[config.mk]
export PLATFORM = sky130hd
export DESIGN_NAME = register
export DESIGN_NICKNAME = d
export VERILOG_FILES = /design/src/rtl/register_pkg.sv /design/src/rtl/register.sv
export SDC_FILE = /design/constraint.sdc
export NUM_CORES = 1
export LEC_CHECK = 0
export CORE_MARGIN = 2
export CORE_UTILIZATION = 36
export CTS_CLUSTER_DIAMETER = 80
export CTS_CLUSTER_SIZE = 8
export DETAILED_ROUTE_END_ITERATION = 7
export GPL_TIMING_DRIVEN = 0
export PLACE_DENSITY = 0.86
export SYNTH_ARGS = -nofsm -noshare
export SYNTH_HDL_FRONTEND = slang
export SYNTH_SLANG_ARGS = --single-unit
[constraint.sdc]
create_clock -name clk -period 1.19 [get_ports clk]
set_clock_uncertainty 0.2 [all_clocks]
set_input_delay 0.238 -clock clk [delete_from_list [all_inputs] [get_ports clk]]
set_output_delay 0.238 -clock clk [all_outputs]
set_load 0.02 [all_outputs]
[src/rtl/register_pkg.sv]
// Shared constants for the generic datapath storage register.
package register_pkg;
    localparam int unsigned DEFAULT_WIDTH = 12;
endpackage

[src/rtl/register.sv]
// Write-enabled flop bank.
// Asynchronous active-high clear; when wrEn is high it captures dataIn on the rising clock edge.
module register
    import register_pkg::*;
#(
    parameter int WIDTH = DEFAULT_WIDTH
) (
    input  logic             clk,
    input  logic             rst,
    input  logic             wrEn,
    input  logic [WIDTH-1:0] dataIn,
    output logic [WIDTH-1:0] dataOut
);

    // Reset wins over a coincident write. dataOut comes straight from the flops.
    always_ff @(posedge clk or posedge rst) begin
        if (rst) begin
            dataOut <= '0;
        end else if (wrEn) begin
            dataOut <= dataIn;
        end
    end

`ifndef SYNTHESIS
    a_reset_clears : assert property (@(posedge clk) rst |=> dataOut == '0);

    a_hold : assert property (@(posedge clk) disable iff (rst)
        (!wrEn) |=> dataOut == $past(dataOut));

    a_capture : assert property (@(posedge clk) disable iff (rst)
        wrEn |=> dataOut == $past(dataIn));

    a_no_x : assert property (@(posedge clk) !rst |-> !$isunknown(dataOut));
`endif

endmodule

## After elaboration in Yosys (flattened, before gate mapping)

Index checks and enable logic that the tools add are counted.

| storage, ports and cells | value |
|---|---|
| word-level logic and storage cells | 1 |
| register bits | 12 |
| output and inout bits | 12 |
| input port bits | 15 |

## Logic depth before layout (Yosys ltp)

Gate-level depths: netlist (run 1).

| depth | value |
|---|---|
| word-level depth | 0 |
| gate-level depth with buffers | 2 |
| gate-level depth less buffers | 1 |

## Least setup slack after synthesis (run 1)

OpenSTA, ideal clock, no wires.

| timing path | value |
|---|---|
| path kind | register to register |
| from | register dataOut[0] (netlist name) |
| to | register dataOut[0] |
| data arrival time | 0.710 ns |
| period minus slack after synthesis | 1.035 ns |
| library setup time | 0.125 ns |
| setup slack | 0.155 ns |
| buffers on the path | 0 |
| required time | 0.865 ns |
| stages on the path, launching flop included | 2 |
| cell sequence | dfrtp_1 > mux2_4 |

RTL lines:

| what | line | text |
|---|---|---|
| end signal: assignment | register.sv:20 | `dataOut <= dataIn;` |
| end: declaration | register.sv:12 | `output logic [WIDTH-1:0] dataOut` |

## Final worst setup path (run 1)

| timing path | value |
|---|---|
| from | register dataOut[4] |
| to | output port dataOut[4] |

No word-level cell between the ends.

==> results of run 1 <==
report_power, final:
part | leakage, uW | switching [uW] | internal (uW)
combinational | 0.000255 | 108 | 192
sequential | 0.000140 | 29.4 | 449
clock | 0.0000138 | 115 | 117
total | 0.000410 | 252 | 758
cell usage after synthesis, drive strengths merged:
library cell,count,area share
buf,1,0.023
dfrtp,12,0.62
inv,1,0.0077
mux2,12,0.35
cells by family after synthesis:
group | Yosys count
buffers and inverters | 2
DFF | 12
muxes | 12
metrics by stage:
step	setup slack, ns	instance area, sq um
floorplan	0.155	488
global placement	-0.418	767
detailed placement	-0.424	767
CTS	-0.0677	823
global route	-0.0951	845
finish	-0.0435	845
cells in the final DEF (no fill, tap or decap):
cell and count:
buf_6 14, dlygate4sd2_1 1, clkbuf_4 3, dfrtp_1 12, inv_1 1, buf_4 4
clkdlybuf4s50_1 13, mux2_4 10, mux2_2 2
worst reg2reg max path: stages, from the launching register on:
cell	delay (ns)
dfrtp_1	0.40
buf_4	0.14
mux2_4	0.26
metal layers:
metal  share of wire  routed length (um)
met1            0.42                 401
met2            0.44                 417
met3            0.14                 135
met4               0                   0
met5               0                   0
layout make-up:
cell class	instances	area, sq um	area share
Tap cell	15	18.8	0.0222
Buffer	1	11.3	0.0133
Timing Repair Buffer	31	315	0.373
Clock buffer	3	22.5	0.0267
Inverter	1	3.75	0.00444
Multi-Input combinational cell	12	173	0.204
Sequential cell	12	300	0.356
timing repair:
action	in CTS	in global routing
endpoints found under the setup margin	22	12
gates resized for setup	73	2
gates cloned	1	0
setup buffers	2	2
worst paths after layout:
path / from / end / slack (ns) / cells past startpoint
max: dataOut[4] / dataOut[4] / -0.04 / 1
min: rst / dataOut[8] / 0.09 / 2
max reg2reg: dataOut[10] / dataOut[10] / 0.08 / 2
min reg2reg: dataOut[1] / dataOut[1] / 0.33 / 1
max in group asynchronous: rst / dataOut[6] / 0.40 / 2
min in group clk: wrEn / dataOut[1] / 0.29 / 2
==> impl_metrics.py, run 1 <==
metrics = {
    "critical_path": {
        "cp_top_family": "flip-flops",
        "crit_fanout": 2,
        "critPathBufInv": 1,
        "startpoint_type": "register",
        "critPathMaxStageDelay_ns": 0.40,
        "crit_type": "register to output port",
        "endpoint_kind": "output port",
        "path_cells": "buf_6",
        "cp.required_ns": 0.75,
        "crit_slowest_cell": "dfrtp_1",
        "arrival_ns": 0.80,
    },
    "routing": {
        "drt-total-wl_um": 955,
        "drtIter0Drc": 0,
        "ant_nets": 0,
        "wire_per_inst_um": 12.7,
        "drcViolationCount": 0,
        "dr.pass1.iters": 1,
        "vias": 336,
        "vias_per_cell": 4.48,
    },
    "sta": {
        "fin_tns_setup_ns": -0.394,
        "slew_headroom": 0.710,
        "fin_crit_sh": 1.04,
        "hold_ws_ns": 0.0855,
        "rsz0062_at_grt": "true",
        "worst_pin_slew_ns": 0.434,
        "setup_ws_ns": -0.0435,
        "drv_slew": 0,
        "fmax_mhz": 811,
        "hold_violations": 0,
        "fin_crit_ns": 1.23,
        "setup-violations-final": 12,
    },
    "synth": {
        "avgSynthCellArea_sq_um": 18.8,
        "synth_simple_gate_area_share": 0,
        "ys_ff_latch": 12,
        "yosysWarnings": 0,
        "synth_fa_ha_area_frac": 0,
        "synth_mux_area_frac": 0.354,
        "synth_xor_area_frac": 0,
        "synth.cell_area_sq_um": 488,
        "synthCells": 26,
        "synth-compound-area-share": 0,
        "ys_types": 5,
        "synth_top_family_by_area": "multiplexers",
        "ys_seq_area_frac": 0.615,
        "synth_nets": 41,
    },
    "grt": {
        "grt.total_usage": 0.150,
        "grt_pass1_vias": 346,
        "grt_pass1_wl_um": 1480,
        "grt_max_degree": 13,
        "grt.busiest_layer": "met2",
        "antenna_found_initial": 0,
        "gr-total-overflow": 0,
        "use_met3": 0.0924,
        "grt_use_met2": 0.219,
        "use_met1": 0.171,
    },
    "cts": {
        "clkSlewWorstSetupHoldPaths_ns": 0.07,
        "root_buffer": "clkbuf_4",
        "numCtsBuffers": 3,
        "htreeDepth": 1,
        "ctsHoldBuffers": 0,
        "clk_latency_ns": 0.26,
        "cts_sinks": 12,
        "clockBufferDepth": 2,
        "cts_tree": "done",
    },
    "layout": {
        "syn2layout_area_growth_pct": 73.1,
        "fin_util": 0.657,
        "nFillCells": 102,
        "diodes": 0,
        "drive_gt1_frac": 0.550,
        "fin_nets": 77,
        "final_cells": 75,
        "largest_register_ff_count": 12,
        "reg_top3": "dataOut: 12 flops",
        "top_register": "dataOut",
    },
    "floorplan": {
        "die_height_um": 40.8,
        "core_area_sq_um": 1280,
        "die_w_um": 40.8,
        "num_io_pins": 27,
        "dieArea_sq_um": 1670,
        "rows": 13,
        "start_util": 0.380,
    },
    "power_and_ir_drop": {
        "p_total_uw": 1010,
        "ir_drop_mv": 0.633,
        "p_leak_uw": 0.000410,
        "p_per_area_nw_per_um2": 1200,
    },
    "min_path": {
        "hold_path.class": "input port to async pin",
    },
    "status": {
        "violations": "setup timing",
        "status": "finished with violations",
    },
    "job": {
        "cap_violations": 0,
    },
    "placement": {
        "numPortBuffers": 26,
        "place.gp.congestion": 0.584,
        "dp_hpwl_um": 705,
        "dp_cells": 67,
    },
}
No activity file was read; power rests on OpenSTA's default activity.
==> run 2, diff against run 1 <==
--- a/config.mk
+++ b/config.mk
@@ -5,7 +5,6 @@
 export SDC_FILE = /design/constraint.sdc
 export NUM_CORES = 1
 export LEC_CHECK = 0
-export CORE_MARGIN = 2
 export CORE_UTILIZATION = 36
 export CTS_CLUSTER_DIAMETER = 80
 export CTS_CLUSTER_SIZE = 8
==> run 2 against run 1 <==
  * The flow still finishes with violations (setup timing)
  * Maximum frequency shrank 0.73%
  * Setup slack lost 0.0091 ns
  * Clock-buffer cell count grew 1
  * First-iteration DRC count grew 2
  * Wire length grew 3.0%
  * Non-clock buffer count shrank 2
  * Largest cell class unchanged
  * Largest power group unchanged
==> impl_metrics.py, run 2 (synthesis results as in run 1) <==
metrics = {
    "sta": {
        "fin_crit_ns": 1.24,
        "fin_crit_sh": 1.04,
        "slew_headroom": 0.707,
        "hold_violations": 0,
        "setup-violations-final": 12,
        "rsz0062_at_grt": "true",
        "hold_ws_ns": 0.0688,
        "fin_tns_setup_ns": -0.510,
        "fmax_mhz": 805,
        "worst_pin_slew_ns": 0.439,
        "setup_ws_ns": -0.0526,
        "drv_slew": 0,
    },
    "cts": {
        "clkSlewWorstSetupHoldPaths_ns": 0.07,
        "cts_sinks": 12,
        "clockBufferDepth": 2,
        "clk_latency_ns": 0.27,
        "cts_tree": "done",
        "htreeDepth": 1,
        "numCtsBuffers": 3,
        "root_buffer": "clkbuf_4",
    },
    "critical_path": {
        "critPathMaxStageDelay_ns": 0.40,
        "cp.required_ns": 0.75,
        "cp_top_family": "flip-flops",
        "critPathBufInv": 1,
        "crit_slowest_cell": "dfrtp_1",
        "crit_type": "register to output port",
        "crit_fanout": 2,
        "endpoint_kind": "output port",
        "arrival_ns": 0.80,
        "startpoint_type": "register",
        "path_cells": "buf_6",
    },
    "grt": {
        "antenna_found_initial": 0,
        "grt_max_degree": 13,
        "use_met3": 0.0347,
        "grt_use_met2": 0.275,
        "gr-total-overflow": 0,
        "grt.busiest_layer": "met2",
        "grt_pass1_vias": 331,
        "grt.total_usage": 0.172,
        "use_met1": 0.199,
        "grt_pass1_wl_um": 1540,
    },
    "status": {
        "status": "finished with violations",
        "violations": "setup timing",
    },
    "job": {
        "cap_violations": 0,
    },
    "layout": {
        "syn2layout_area_growth_pct": 72.6,
        "diodes": 0,
        "fin_area_sq_um": 842,
        "final_cells": 73,
        "fin_nets": 75,
        "final_cell_mix": "buf_6, clkdlybuf4s50_1, dfrtp_1",
        "top_register": "dataOut",
        "drive_gt1_frac": 0.542,
        "final_common_cell": "buf_6",
        "largest_register_ff_count": 12,
        "reg_top3": "dataOut: 12 flops",
    },
    "routing": {
        "vias_per_cell": 4.45,
        "ant_nets": 0,
        "wire_per_inst_um": 13.5,
        "drtIter0Drc": 2,
        "drcViolationCount": 0,
        "drt-total-wl_um": 984,
        "vias": 325,
        "dr.pass1.iters": 2,
    },
    "floorplan": {
        "core_area_sq_um": 1190,
        "dieArea_sq_um": 1510,
        "num_io_pins": 27,
        "die_height_um": 38.8,
        "die_w_um": 38.8,
        "start_util": 0.411,
        "rows": 12,
    },
    "min_path": {
        "hold_path.class": "input port to async pin",
    },
    "placement": {
        "dp_slack_ns": -0.423,
        "dpl_cell_area_sq_um": 766,
        "place.gp.congestion": 0.606,
        "numPortBuffers": 26,
        "dp_cells": 66,
    },
    "power_and_ir_drop": {
        "p_leak_uw": 0.000407,
        "p_per_area_nw_per_um2": 1290,
        "ir_drop_mv": 0.858,
    },
}
==> run 2: cell types whose count changed in the layout (fill, tap and decap cells not counted), sizes merged <==
cell | before | now
buf | 18 | 16
clkbuf | 3 | 4
==> run 2: what timing repair did <==
action                     CTS  global route
setup buffers                2             0
gates cloned                 1             0
setup endpoints to repair   22            12
gates resized for setup     73             2
hold buffers                 0             0
==> run 2: path summary, 6_finish.rpt <==
kind                            startpoint         end  slack (ns)  depth (start not counted)
worst max-delay path            dataOut[4]  dataOut[4]       -0.05                          1
worst min-delay path                   rst  dataOut[4]        0.07                          2
worst max register to register  dataOut[7]  dataOut[7]        0.08                          2
worst min register to register  dataOut[2]  dataOut[2]        0.33                          1
max in group asynchronous              rst  dataOut[5]        0.42                          2
min in group clk                      wrEn  dataOut[2]        0.28                          2
==> run 2: routing by layer <==
layer | wire (um) | vias up | share of wire
met5 | 0 | - | 0
met2 | 439 | 23 | 0.45
met4 | 23 | 0 | 0.023
met3 | 72 | 4 | 0.073
li1 | - | 154 | -
met1 | 448 | 144 | 0.46
==> run 2: cell type report <==
| cell class | count | area [sq um] |
|---|---|---|
| tap | 14 | 17.5 |
| inverter | 1 | 3.75 |
| multi-input combinational | 12 | 173 |
| clock buffer | 4 | 36.3 |
| fill | 99 | 344 |
| timing repair buffer | 29 | 300 |
| sequential | 12 | 300 |
| buffer | 1 | 11.3 |
==> run 2: stage by stage <==
step / total power (uW) / util
after floorplan: 608 / -
after global placement: 745 / 0.646
after detailed placement: 751 / 0.646
after CTS: 1090 / 0.705
after global routing: 1140 / 0.710
final: 1080 / 0.710
==> run 2: power by group <==
part | switching (uW) | internal (uW) | total, uW | leakage (uW)
logic | 107 | 184 | 291 | 0.000246
registers | 29.7 | 449 | 479 | 0.000140
clock network | 127 | 186 | 313 | 0.0000210
==> run 3, diff against run 2 <==
--- a/config.mk
+++ b/config.mk
@@ -5,6 +5,7 @@
 export SDC_FILE = /design/constraint.sdc
 export NUM_CORES = 1
 export LEC_CHECK = 0
+export CAP_MARGIN = 40
 export CORE_UTILIZATION = 36
 export CTS_CLUSTER_DIAMETER = 80
 export CTS_CLUSTER_SIZE = 8
==> results of run 3 <==
Final layout, timing and power as in run 2 (identical DEF).
